`src/rtl/pos_packet_tx.sv`:
```
// pos_packet_tx: frames NCH position channels into a UART byte stream.
// Optional trailing XOR checksum byte when PKT_CHECKSUM_EN is defined.
module pos_packet_tx #(
   parameter int          NCH        = 2,
   parameter int          DW         = 10,
   parameter int          SYNC_LEN   = 3,
   parameter logic [7:0]  SYNC_BYTE  = 8'hFF,
   parameter int          GAP_CYCLES = 16,
   parameter int          TIMEOUT    = 40000
) (
   input  logic              clk,
   input  logic              rst,
   input  logic              enable,
   input  logic [NCH*DW-1:0] ch_data_in,
   input  logic              tx_done,
   output logic [7:0]        tx_data,
   output logic              tx_start,
   output logic              frame_active,
   output logic [15:0]       frame_count,
   output logic              err_timeout
);

`ifdef PKT_CHECKSUM_EN
   localparam int CSUM = 1;
`else
   localparam int CSUM = 0;
`endif
   localparam int L  = SYNC_LEN + 2 * NCH + CSUM;
   localparam int BW = $clog2(L);
   localparam int TW = $clog2(TIMEOUT + 1);
   localparam int GW = $clog2(GAP_CYCLES + 1);

   typedef enum logic [2:0] {
      S_IDLE,
      S_LOAD,
      S_SEND,
      S_WAIT,
      S_GAP
   } state_t;

   state_t            state_q, state_d;
   logic [BW-1:0]     idx_q, idx_d;
   logic [TW-1:0]     to_q, to_d;
   logic [GW-1:0]     gap_q, gap_d;
   logic [NCH*DW-1:0] snap_q, snap_d;
   logic [15:0]       cnt_q, cnt_d;
   logic              err_q, err_d;
   logic              start_q, start_d;
   logic              act_q, act_d;
   logic [7:0]        data_q, data_d;
   logic [7:0]        byte_v;
   logic [7:0]        csum;
   int                k;

   function automatic logic [7:0] hi_byte(input logic [DW-1:0] v);
      return 8'(v >> 8);
   endfunction

   // XOR of all payload bytes taken from the frame snapshot
   always_comb begin
      csum = '0;
      for (int i = 0; i < NCH; i++) begin
         csum = csum ^ snap_q[i*DW +: 8]
                     ^ hi_byte(snap_q[i*DW +: DW]);
      end
   end

   // byte value for the index about to be sent
   always_comb begin
      byte_v = SYNC_BYTE;
      k      = int'(idx_d) - SYNC_LEN;
      for (int i = 0; i < NCH; i++) begin
         if (k == 2 * i)
            byte_v = snap_q[i*DW +: 8];
         else if (k == 2 * i + 1)
            byte_v = hi_byte(snap_q[i*DW +: DW]);
      end
      if (CSUM != 0 && k == 2 * NCH)
         byte_v = csum;
   end

   // next-state and registered-output logic
   always_comb begin
      state_d = state_q;
      idx_d   = idx_q;
      to_d    = to_q;
      gap_d   = gap_q;
      snap_d  = snap_q;
      cnt_d   = cnt_q;
      err_d   = 1'b0;
      unique case (state_q)
         S_IDLE: begin
            if (enable)
               state_d = S_LOAD;
         end
         S_LOAD: begin
            snap_d  = ch_data_in;
            idx_d   = '0;
            state_d = S_SEND;
         end
         S_SEND: begin
            to_d    = '0;
            state_d = S_WAIT;
         end
         S_WAIT: begin
            if (tx_done) begin
               if (idx_q == BW'(L - 1)) begin
                  cnt_d   = cnt_q + 16'd1;
                  gap_d   = '0;
                  state_d = S_GAP;
               end else begin
                  idx_d   = idx_q + BW'(1);
                  state_d = S_SEND;
               end
            end else if (to_q == TW'(TIMEOUT - 2)) begin
               err_d   = 1'b1;
               gap_d   = '0;
               state_d = S_GAP;
            end else begin
               to_d = to_q + TW'(1);
            end
         end
         S_GAP: begin
            if (gap_q == GW'(GAP_CYCLES - 1)) begin
               gap_d   = '0;
               state_d = S_IDLE;
            end else begin
               gap_d = gap_q + GW'(1);
            end
         end
         default: state_d = S_IDLE;
      endcase
      start_d = (state_d == S_SEND);
      data_d  = start_d ? byte_v : data_q;
      act_d   = (state_d == S_LOAD) ||
                (state_d == S_SEND) ||
                (state_d == S_WAIT);
   end

   // state and output registers, synchronous reset
   always_ff @(posedge clk) begin
      if (rst) begin
         state_q <= S_IDLE;
         idx_q   <= '0;
         to_q    <= '0;
         gap_q   <= '0;
         snap_q  <= '0;
         cnt_q   <= '0;
         err_q   <= 1'b0;
         start_q <= 1'b0;
         act_q   <= 1'b0;
         data_q  <= '0;
      end else begin
         state_q <= state_d;
         idx_q   <= idx_d;
         to_q    <= to_d;
         gap_q   <= gap_d;
         snap_q  <= snap_d;
         cnt_q   <= cnt_d;
         err_q   <= err_d;
         start_q <= start_d;
         act_q   <= act_d;
         data_q  <= data_d;
      end
   end

   assign tx_data      = data_q;
   assign tx_start     = start_q;
   assign frame_active = act_q;
   assign frame_count  = cnt_q;
   assign err_timeout  = err_q;

endmodule

```
`config.mk`:
```
export PLATFORM = sky130hd
export DESIGN_NAME = pos_packet_tx
export DESIGN_NICKNAME = d
export VERILOG_FILES = /design/src/rtl/pos_packet_tx.sv
export SDC_FILE = /design/constraint.sdc
export NUM_CORES = 1
export LEC_CHECK = 0
export BUFFER_PORTS_ARGS = -buffer_cell sky130_fd_sc_hd__buf_2
export CAP_MARGIN = 0
export CORE_MARGIN = 10
export CORE_UTILIZATION = 55
export CTS_CLUSTER_SIZE = 40
export DETAILED_ROUTE_END_ITERATION = 12
export GPL_TIMING_DRIVEN = 0
export HOLD_SLACK_MARGIN = 0.02
export PLACE_DENSITY = 0.87
export SKIP_LAST_GASP = 1
export SLEW_MARGIN = 20
export SYNTH_ARGS = -nofsm -noshare
export SYNTH_HDL_FRONTEND = slang
export SYNTH_SLANG_ARGS = --single-unit
export TNS_END_PERCENT = 10
```
`constraint.sdc`:
```
create_clock -name clk -period 2.5 [get_ports clk]
set_input_delay 0.5 -clock clk [delete_from_list [all_inputs] [get_ports clk]]
set_output_delay 0.5 -clock clk [all_outputs]
set_load 0.01 [all_outputs]
```
==> out/qor.txt <==
skew final: 0.0116 ns
routability cong.: 0.865
synthesized area per cell: 8.53 sq um
Sw Pwr: 0.602 mW
top_reg_cell synth: dfxtp_1
clock root cell: clkbuf_8
CP Class: flip-flop to flip-flop
Worst-path clk slew: 0.08 ns
via count: 2,941
post-route cell area: 3850 sq um
CTS tree: done
DRC viols: 0
HP Class: primary input to flip-flop
number of synthesis warnings: 0
Core ar.: 5890 sq um
area growth from synthesis to layout: 16.3%
reg2reg path depth: 7
clock power share: 38.2%
Post-Synthesis Cells: 388
DRC marker count from the first detailed-route iteration: 124
Post-Syn Nets: 418
Final Net Count: 479
Comb pwr share: 9.6%
Hold Crit Depth: 3
CTS H-tree lvls: 3
final hold viol count: 0
max_cap viols: 0
# diodes: 0
antenna violations before repair: 0
outcome: finished clean
static leakage: 1.54 nW
first-pass GRT wire length: 12,800 um
drt pass-1 iters: 4
Slew Limit Fails: 0
Achievable Freq: 0.438 GHz
Least-Margin Pin Slew: 0.612 ns
CP startpoint kind: flip-flop
cell accounting for the most synthesized area: dfxtp_1
worst r2r dst: gap_q[3]$_SDFFE_PP0P_
post-synth top area share: 44.8%
Max clock buf depth: 2
worst path required time: 2.71 ns
HPWL Detailed: 5710 um
crit end category: flip-flop
Sequential Power Share: 52.2%
final clock period utilization by the worst path: 91.3%
Rel. slew slack: 59.2%
Sw Share: 25.1%
GRT Util Overall: 15.9%
DP Area: 3650 sq um
Die Wd: 97.6 um
RR Startpoint: to_q[1]$_SDFFE_PP0P_
Final Routed Wirelength: 7730 um
Rows: 28
final setup fails: 0
Max IR drop VDD: 459 uV
clk_lat worst skew: 0.35 ns
clock sinks: 74
layout cells sized above 1: 18.1%
min Tclk post-route: 2.28 ns
WHS: 0.385 ns
Synth Cell Area: 3310 sq um
Synth cell types: 50
CP endpoint: gap_q[3]$_SDFFE_PP0P_
top-count cell post-synth: dfxtp_1
Setup crit start: to_q[1]$_SDFFE_PP0P_
post-synthesis sequential area ratio: 44.8%
r2r setup slk: 0.22 ns
post-route ant nets: 0
Port Buf Inserts: 50
Synth async-reset ratio: 0%
Die ar.: 9520 sq um
CTS resizes: 0
Die Height: 97.6 um
largest net degree at the start of global routing: 13
Starting Density: 56.2%
Yosys reg bits: 74
Congestion Overflow GR: 0
Internal: 1.79 mW
I/O pins: 51
RSZ-0062 raised after global routing: false
Post-synth EDFFs: 0
Setup TNS Final: 0 ns
Synth area leaders: dfxtp_1, nand2_1, nor2_1, a21oi_1, xor2_1
most common library cells after synthesis: dfxtp_1, nand2_1, nor2_1
vias in the first global route: 2,723
Crit Path Max Fanout: 5
total CTS buffers: 9
via/cell ratio: 5.56
hold_buf cts: 0
power density over the cells: 623 nW/um^2
wire per inst: 14.6 um
Critical Path AT: 2.49 ns
Post-CTS Setup Bufs: 0
==> power by group through the flow <==
| stage | Sequential, mW | Combinational [mW] | Clock [mW] |
|---|---|---|---|
| final | 1.25 | 0.229 | 0.915 |
| after global routing | 1.26 | 0.254 | 0.985 |
| after CTS | 1.25 | 0.229 | 0.934 |
| after detailed placement | 1.28 | 0.227 | 0 |
| after global placement | 1.28 | 0.220 | 0 |
| after floorplan | 1.28 | 0.141 | 0 |
==> flip-flops by register name (all words and copies together) (netlist names) <==
signal and flops:
err_timeout 1, frame_active 1, frame_count 16, gap_q 5
idx_q 3, snap_q 20, state_q 3, to_q 16
tx_data 8, tx_start 1
==> how the worst min path moves through the flow <==
stage                                          to               startpoint  slack (ns)
after global routing       snap_q[4]$_SDFFE_PP0N_            ch_data_in[4]        0.38
after CTS                  snap_q[6]$_SDFFE_PP0N_            ch_data_in[6]        0.37
after global placement     snap_q[7]$_SDFFE_PP0N_   snap_q[7]$_SDFFE_PP0N_        0.44
after floorplan           snap_q[10]$_SDFFE_PP0N_  snap_q[10]$_SDFFE_PP0N_        0.43
final                      snap_q[5]$_SDFFE_PP0N_            ch_data_in[5]        0.38
after detailed placement  snap_q[10]$_SDFFE_PP0N_  snap_q[10]$_SDFFE_PP0N_        0.44
==> critical path, cell delays in order (launching register included) <==
cell	delay, ns
dfxtp_1	0.43
ha_1	0.19
nor4bb_1	0.39
a41oi_1	0.25
or3_1	0.40
nor2b_1	0.18
nor3b_1	0.22
nor3_1	0.07
==> cells in the final DEF (no fill, tap or decap), types with 7 or more instances in the layout <==
cell type	instances
and3_1	7
nor2_1	54
clkbuf_1	12
o21ai_1	8
nand4_1	8
nand3_1	10
clkbuf_8	10
nor3_1	10
xor2_1	14
dfxtp_1	74
xnor2_1	13
buf_2	53
a21oi_1	31
nand2_1	57
==> through the flow <==
step,util (%),power (mW),std cells,setup WS (ns)
detailed placement,62.1,1.51,513,0.329
CTS,65.4,2.41,529,0.292
floorplan,-,1.42,388,0.648
global placement,62.1,1.50,513,0.424
finish,65.4,2.40,529,0.217
global route,65.4,2.50,529,0.106
==> kinds of logic after synthesis <==
logic type / count (synthesis) / share of synthesized area (%)
AOI/OAI and AO/OA: 72 / 15.1
xor gates and xnor gates: 27 / 7.15
adders and majority gates: 6 / 2.27
and+or+nand+nor: 183 / 26.8
buffers and inverters: 23 / 2.95
muxes: 3 / 0.907
DFF: 74 / 44.8
==> routing by layer <==
layer	GRT usage, %	wire (um)
met5	0	0
met4	5.59	107
met3	5.97	523
met2	25.2	3640
met1	19.1	3460
==> final cells by class <==
type	count	area (sq um)
inverters	6	22.5
fillers	506	2040
clock inverters	5	53.8
well taps	75	93.8
clock buffers	11	141
plain buffers	17	75.1
flip-flops and latches	74	1480
repair buffers	50	250
multi-input cells	291	1730
(Power assumes the default switching activity.)
